`src/rtl/mips_ctrl_pkg.sv`:
```
// Shared encodings for the multicycle MIPS controller, ALUControl and datapath:
// opcodes, sequencer states, ALUOpcode, alu_src_b and pc_source codes.
package mips_ctrl_pkg;

  localparam logic [5:0] OP_RTYPE = 6'b000000;
  localparam logic [5:0] OP_LW    = 6'b100011;
  localparam logic [5:0] OP_SW    = 6'b101011;
  localparam logic [5:0] OP_BEQ   = 6'b000100;
  localparam logic [5:0] OP_BNE   = 6'b000101;
  localparam logic [5:0] OP_ADDI  = 6'b001000;
  localparam logic [5:0] OP_J     = 6'b000010;

  typedef enum logic [3:0] {
    S_FETCH  = 4'd0,
    S_DECODE = 4'd1,
    S_MEMADR = 4'd2,
    S_MEMRD  = 4'd3,
    S_MEMWB  = 4'd4,
    S_MEMWR  = 4'd5,
    S_EXEC   = 4'd6,
    S_ALUWB  = 4'd7,
    S_BRANCH = 4'd8,
    S_ADDIEX = 4'd9,
    S_ADDIWB = 4'd10,
    S_JUMP   = 4'd11
  } state_e;

  localparam logic [1:0] ALU_ADD   = 2'b00;
  localparam logic [1:0] ALU_SUB   = 2'b01;
  localparam logic [1:0] ALU_FUNCT = 2'b10;

  localparam logic [1:0] SRCB_B       = 2'b00;
  localparam logic [1:0] SRCB_FOUR    = 2'b01;
  localparam logic [1:0] SRCB_IMM     = 2'b10;
  localparam logic [1:0] SRCB_IMM_SH2 = 2'b11;

  localparam logic [1:0] PCSRC_ALU    = 2'b00;
  localparam logic [1:0] PCSRC_ALUOUT = 2'b01;
  localparam logic [1:0] PCSRC_JUMP   = 2'b10;

  typedef struct packed {
    logic       pc_write;
    logic       i_or_d;
    logic       mem_read;
    logic       mem_write;
    logic       ir_write;
    logic       mem_to_reg;
    logic       reg_dst;
    logic       reg_write;
    logic       alu_src_a;
    logic [1:0] alu_src_b;
    logic [1:0] alu_op;
    logic [1:0] pc_source;
    logic       illegal;
  } ctrl_t;

  function automatic logic is_supported_op(input logic [5:0] op);
    case (op)
      OP_RTYPE, OP_LW, OP_SW, OP_BEQ, OP_BNE, OP_ADDI, OP_J: return 1'b1;
      default: return 1'b0;
    endcase
  endfunction

endpackage

```
`src/rtl/ctrl_output_decode.sv`:
```
// Combinational control-word decode from the current sequencer state.
// FETCH and BRANCH are Mealy: IR/PC writes depend on mem_ready and zero.
module ctrl_output_decode
  import mips_ctrl_pkg::*;
(
  input  state_e      state,
  input  logic [5:0]  opcode,
  input  logic        zero,
  input  logic        mem_ready,
  output ctrl_t       ctrl
);

  // Control word per state; anything not set stays 0.
  always_comb begin
    ctrl = '0;
    case (state)
      S_FETCH: begin
        ctrl.mem_read  = 1'b1;
        ctrl.alu_src_b = SRCB_FOUR;
        ctrl.alu_op    = ALU_ADD;
        ctrl.pc_source = PCSRC_ALU;
        ctrl.ir_write  = mem_ready;
        ctrl.pc_write  = mem_ready;
      end
      S_DECODE: begin
        ctrl.alu_src_b = SRCB_IMM_SH2;
        ctrl.alu_op    = ALU_ADD;
        ctrl.illegal   = ~is_supported_op(opcode);
      end
      S_MEMADR: begin
        ctrl.alu_src_a = 1'b1;
        ctrl.alu_src_b = SRCB_IMM;
        ctrl.alu_op    = ALU_ADD;
      end
      S_MEMRD: begin
        ctrl.mem_read = 1'b1;
        ctrl.i_or_d   = 1'b1;
      end
      S_MEMWB: begin
        ctrl.reg_write  = 1'b1;
        ctrl.mem_to_reg = 1'b1;
      end
      S_MEMWR: begin
        ctrl.mem_write = 1'b1;
        ctrl.i_or_d    = 1'b1;
      end
      S_EXEC: begin
        ctrl.alu_src_a = 1'b1;
        ctrl.alu_src_b = SRCB_B;
        ctrl.alu_op    = ALU_FUNCT;
      end
      S_ALUWB: begin
        ctrl.reg_write = 1'b1;
        ctrl.reg_dst   = 1'b1;
      end
      S_BRANCH: begin
        ctrl.alu_src_a = 1'b1;
        ctrl.alu_src_b = SRCB_B;
        ctrl.alu_op    = ALU_SUB;
        ctrl.pc_source = PCSRC_ALUOUT;
        ctrl.pc_write  = (opcode == OP_BNE) ? ~zero : zero;
      end
      S_ADDIEX: begin
        ctrl.alu_src_a = 1'b1;
        ctrl.alu_src_b = SRCB_IMM;
        ctrl.alu_op    = ALU_ADD;
      end
      S_ADDIWB: begin
        ctrl.reg_write = 1'b1;
      end
      S_JUMP: begin
        ctrl.pc_source = PCSRC_JUMP;
        ctrl.pc_write  = 1'b1;
      end
      default: ctrl = '0;
    endcase
  end

endmodule

```
`src/rtl/multicycle_main_control.sv`:
```
// Main sequencer for the multicycle MIPS datapath.
//
//  state    | meaning
//  FETCH    | read instruction at PC, PC+4; waits on mem_ready
//  DECODE   | branch target precompute, dispatch on opcode
//  MEMADR   | effective address for lw/sw
//  MEMRD    | data read; waits on mem_ready
//  MEMWB    | MDR -> rt
//  MEMWR    | data write; waits on mem_ready
//  EXEC     | R-type ALU op
//  ALUWB    | ALUOut -> rd
//  BRANCH   | compare, conditional PC load
//  ADDIEX   | A + sign-ext imm
//  ADDIWB   | ALUOut -> rt
//  JUMP     | PC <- jump target
module multicycle_main_control
  import mips_ctrl_pkg::*;
#(
  parameter bit MEM_HANDSHAKE = 1'b1
) (
  input  logic       clk,
  input  logic       rst,
  input  logic [5:0] opcode,
  input  logic       zero,
  input  logic       mem_ready,
  output logic       pc_write,
  output logic       i_or_d,
  output logic       mem_read,
  output logic       mem_write,
  output logic       ir_write,
  output logic       mem_to_reg,
  output logic       reg_dst,
  output logic       reg_write,
  output logic       alu_src_a,
  output logic [1:0] alu_src_b,
  output logic [1:0] ALUOpcode,
  output logic [1:0] pc_source,
  output logic       illegal,
  output logic [3:0] state_dbg
);

  state_e state_q;
  state_e state_d;
  logic   mem_rdy_eff;
  ctrl_t  ctrl;

  assign mem_rdy_eff = MEM_HANDSHAKE ? mem_ready : 1'b1;

  ctrl_output_decode u_decode (
    .state     (state_q),
    .opcode    (opcode),
    .zero      (zero),
    .mem_ready (mem_rdy_eff),
    .ctrl      (ctrl)
  );

  // Next-state: walk the instruction through its phases, stalling on memory.
  always_comb begin
    state_d = state_q;
    case (state_q)
      S_FETCH:  if (mem_rdy_eff) state_d = S_DECODE;
      S_DECODE: begin
        case (opcode)
          OP_LW, OP_SW:   state_d = S_MEMADR;
          OP_RTYPE:       state_d = S_EXEC;
          OP_BEQ, OP_BNE: state_d = S_BRANCH;
          OP_ADDI:        state_d = S_ADDIEX;
          OP_J:           state_d = S_JUMP;
          default:        state_d = S_FETCH;
        endcase
      end
      S_MEMADR: begin
        if (opcode == OP_LW)      state_d = S_MEMRD;
        else if (opcode == OP_SW) state_d = S_MEMWR;
        else                      state_d = S_FETCH;
      end
      S_MEMRD:  if (mem_rdy_eff) state_d = S_MEMWB;
      S_MEMWB:  state_d = S_FETCH;
      S_MEMWR:  if (mem_rdy_eff) state_d = S_FETCH;
      S_EXEC:   state_d = S_ALUWB;
      S_ALUWB:  state_d = S_FETCH;
      S_BRANCH: state_d = S_FETCH;
      S_ADDIEX: state_d = S_ADDIWB;
      S_ADDIWB: state_d = S_FETCH;
      S_JUMP:   state_d = S_FETCH;
      default:  state_d = S_FETCH;
    endcase
  end

  // State register; reset parks the sequencer in FETCH.
  always_ff @(posedge clk or negedge rst) begin
    if (!rst) state_q <= S_FETCH;
    else      state_q <= state_d;
  end

  // Enables are gated by rst directly so an in-flight write dies the moment
  // reset asserts; selects already show FETCH values since state is FETCH.
  assign pc_write   = ctrl.pc_write  & rst;
  assign mem_read   = ctrl.mem_read  & rst;
  assign mem_write  = ctrl.mem_write & rst;
  assign ir_write   = ctrl.ir_write  & rst;
  assign reg_write  = ctrl.reg_write & rst;
  assign illegal    = ctrl.illegal   & rst;
  assign i_or_d     = ctrl.i_or_d;
  assign mem_to_reg = ctrl.mem_to_reg;
  assign reg_dst    = ctrl.reg_dst;
  assign alu_src_a  = ctrl.alu_src_a;
  assign alu_src_b  = ctrl.alu_src_b;
  assign ALUOpcode  = ctrl.alu_op;
  assign pc_source  = ctrl.pc_source;
  assign state_dbg  = state_q;

endmodule

```
`config.mk`:
```
export PLATFORM = sky130hd
export DESIGN_NAME = multicycle_main_control
export DESIGN_NICKNAME = d
export VERILOG_FILES = /design/src/rtl/mips_ctrl_pkg.sv /design/src/rtl/ctrl_output_decode.sv /design/src/rtl/multicycle_main_control.sv
export SDC_FILE = /design/constraint.sdc
export NUM_CORES = 1
export LEC_CHECK = 0
export CAP_MARGIN = 20
export CORE_MARGIN = 5
export CORE_UTILIZATION = 41
export DETAILED_ROUTE_END_ITERATION = 6
export PLACE_DENSITY = 0.91
export SLEW_MARGIN = 30
export SYNTH_ARGS = -nofsm -noshare
export SYNTH_HDL_FRONTEND = slang
export SYNTH_SLANG_ARGS = --single-unit
export TNS_END_PERCENT = 30
```
`constraint.sdc`:
```
create_clock -name clk -period 2.95 [get_ports clk]
set_input_delay 0.59 -clock clk [delete_from_list [all_inputs] [get_ports clk]]
set_output_delay 0.59 -clock clk [all_outputs]
set_load 0.005 [all_outputs]
```
==> impl_metrics.py <==
metrics = {
    "grt": {
        "aggregate_global_route_resource_usage": 0.2263,
        "grt_pass1_vias": 753,
        "grt_start_max_net_pins": 19,
        "grt_antenna_before_repair": 0,
        "grt_pass1_wl_mm": 3.470,
        "grt-ovfl-total": 0,
    },
    "critical_path": {
        "crit_path_cell_trace": "clkdlybuf4s50_1, nor4_4, nand3_1, xnor2_1, a32o_1, clkdlybuf4s50_1",
        "critical_path_peak_fanout": 2,
        "worst-endpoint-arrival_ns": 2.33,
        "largest_stage_delay_on_the_critical_path_ns": 0.47,
        "setup.worst_path.end_class": "output port",
        "critical_path.most_common_cell": "sky130_fd_sc_hd__clkdlybuf4s50_1",
        "ff_to_ff_path_depth": 4,
        "required_time_of_the_worst_setup_path_ns": 2.36,
        "timing.critical_path.from_type": "input pin",
        "slowest_stage": "sky130_fd_sc_hd__clkdlybuf4s50_1",
        "setup.worst_path.class": "in -> out",
    },
    "logic_synthesis": {
        "post-synth-top-count-cell": "sky130_fd_sc_hd__nor2_1",
        "area_of_the_mapped_netlist_um2": 581.8,
        "synth_cell_type_count": 27,
        "yosys-top-cells-area": "sky130_fd_sc_hd__dfrtp_1 17%, sky130_fd_sc_hd__nor2b_1 9.7%, sky130_fd_sc_hd__nor2_1 8.4%",
        "synthAdderAreaFrac": 0,
        "synth_top_cells_by_count": "13 x sky130_fd_sc_hd__nor2_1, 9 x sky130_fd_sc_hd__nor2b_1, 7 x sky130_fd_sc_hd__nor3_1",
        "synth_xor_xnor_area_share": 0.04516,
        "yosysTopAreaCellShare": 0.1720,
        "synth-simple-area-share": 0.4430,
        "syn-instance-count": 82,
        "yosys_reg_bits": 4,
        "yosys_most_used_dff": "sky130_fd_sc_hd__dfrtp_1",
        "synth_async_sr_flop_share": 1.000,
        "synth.yosys.warnings": 0,
        "synth_sequential_area_ratio": 0.1720,
        "synth.net_count": 92,
        "synth_top_family_by_area": "simple AND/OR/NAND/NOR gates",
        "muxShareOfSynthArea": 0.07312,
        "avgSynthCellArea_um2": 7.095,
        "synth_edf_count": 0,
        "synth_top_area_cell": "sky130_fd_sc_hd__dfrtp_1",
        "share_of_the_synthesized_area_in_compound_gates_ao_oa_aoi_oai": 0.2172,
    },
    "layout": {
        "largest_register_ffs": 4,
        "num-fill-cells": 101,
        "multi_input_comb_area_um2": 474.2,
        "area_growth_syn_to_layout_pct": 72.47,
        "layout.nets": 133,
        "layout.area.seq_um2": 100.1,
        "drive_above_1_share": 0.1736,
        "num_antenna_cells": 0,
    },
    "clock_tree": {
        "clk_root_buffer_cell": "sky130_fd_sc_hd__clkbuf_4",
        "max-clock-path-buffers": 2,
        "cts_tree": "done",
        "clkSinkCount": 4,
        "clk-insertion-delay-late_ns": 0.24,
        "post-cts-setup-buffer-count": 0,
        "number_of_cts_inserted_buffers": 3,
        "cts.clk_slew.worst_paths_ns": 0.04,
        "cts_htree_levels": 1,
        "cts_hold_fix_bufs": 0,
    },
    "timing": {
        "hold-worst-slack_ns": 0.6544,
        "timing.fmax_mhz": 342.7,
        "worstMarginPinSlew_ns": 0.5382,
        "final-hold-violation-count": 0,
        "final.min_clock_period_ns": 2.918,
        "grt_setup_unrepaired": "true",
        "final_number_of_setup_violating_endpoints": 0,
        "fin_ws_ns": 0.03162,
        "slew_headroom": 0.6412,
        "final_min_period_over_clock_period": 0.9893,
        "pins_over_slew_limit": 0,
        "worst_clock_skew_ns": 0.0001047,
    },
    "floorplan": {
        "chipWidth_um": 47.67,
        "dieHeight_um": 47.67,
        "ioPinCount": 30,
        "placeable_core_region_um2": 1318,
        "die_area_um2": 2272,
        "rows": 13,
        "initial_utilization": 0.4416,
    },
    "run_status": {
        "outcome": "finished clean",
    },
    "detailed_routing": {
        "avgViaCountPerCell": 5.824,
        "wire_per_inst_um": 15.84,
        "drc": 0,
        "route.vias.total": 792,
        "drt-total-wl_mm": 2.154,
        "dr.first_iter.drc_count": 25,
        "detailedRoute.firstPassIterationCount": 4,
        "antenna_left": 0,
    },
    "pwr": {
        "powerDensity_nw_per_um2": 288.2,
        "power.total_uw": 289.2,
        "internal_power_uw": 186.5,
        "power.switching_uw": 102.7,
        "netSwitchingFraction": 0.3551,
        "p_seq_frac": 0.245,
        "comb_power_share": 0.509,
        "vdd_drop_max_uv": 202.7,
        "p_clk_frac": 0.246,
        "p_leak_uw": 0.0003798,
    },
    "placed_design": {
        "preCtsSetupSlack_ns": -0.1137,
        "dp_wirelength_mm": 1.620,
        "place.port_buffers": 29,
        "place_congestion": 0.9083,
    },
    "flow_run": {
        "timing.max_cap.violations": 0,
    },
    "hold_path": {
        "timing.hold.worst.class": "in -> async",
    },
}
worst paths after layout:
kind                                   start  slack [ns]      endpoint
worst min register to register  state_dbg[3]        0.74  state_dbg[0]
worst min-delay path                     rst        0.65  state_dbg[1]
min in group clk                state_dbg[3]        0.74  state_dbg[0]
max in group asynchronous                rst        2.18  state_dbg[3]
worst max register to register  state_dbg[2]        1.28  state_dbg[0]
worst max-delay path               opcode[4]        0.03      pc_write
cell families (layout without fill, tap and decap cells):
logic type,count (synthesis),after routing
flip-flops,4,4
AO/OA/AOI/OAI,18,18
AND/OR/NAND/NOR,48,48
XOR/XNOR,3,3
buffers and inverters,6,45
multiplexers,3,3
power groups by stage:
stage,sequential [uW],combinational [uW],clock (uW)
floorplan,63.5,72.6,0
global placement,70.5,137,0
detailed placement,70.9,144,0
CTS,70.5,144,73.7
global route,72.2,161,80.2
finish,70.8,147,71.1
what timing repair did:
action                                 in CTS  in global routing
pin swaps                                   2                  0
endpoints found under the hold margin       0                  0
gates resized for setup                     3                  3
setup endpoints to repair                   2                  1
cell type report:
type,instances,area share
Clock buffer,3,0.02244
Sequential cell,4,0.09975
Tap cell,15,0.01870
Multi-Input combinational cell,72,0.4726
Timing Repair Buffer,42,0.3865
through the flow:
step                area (um2)  utilization  instances  TNS [ns]
floorplan                581.8            -         82         0
global placement         959.7       0.7284        133  -0.06514
detailed placement       959.7       0.7284        133   -0.2046
CTS                      985.9       0.7483        136         0
global route              1003       0.7616        136  -0.06599
finish                    1003       0.7616        136         0
metal layers:
layer | up-vias | part of all wire | track usage
li1 | 379 | - | -
met1 | 371 | 0.38 | 0.2579
met2 | 36 | 0.52 | 0.3797
met3 | 6 | 0.071 | 0.07143
met4 | 0 | 0.022 | 0.1129
met5 | - | 0 | 0
worst max-delay path, delay by kind of cell:
family	cells	cell delay, ns
compound gates	1	0.25
xor+xnor	1	0.14
simple gates	2	0.44
buf+inv	2	0.91
layout by cell type (no fill, tap or decap), drive strengths merged:
cell           synthesis  final
a211oi                 1      1
a21oi                  5      5
a221oi                 1      1
a32o                   1      1
buf                    5     13
clkbuf                 1      3
clkdlybuf4s50          0     26
dfrtp                  4      4
dlygate4sd2            0      2
dlymetal6s2s           0      1
mux2i                  2      2
mux4                   1      1
nand2                  5      5
nand2b                 5      5
nand3                  3      3
nor2                  13     13
nor2b                  9      9
nor3                   7      7
nor3b                  1      1
nor4                   2      2
nor4b                  2      2
o21a                   1      1
o21ai                  4      4
o31a                   1      1
o31ai                  2      2
o32ai                  2      2
or3b                   1      1
xnor2                  3      3
(Power assumes the default switching activity.)
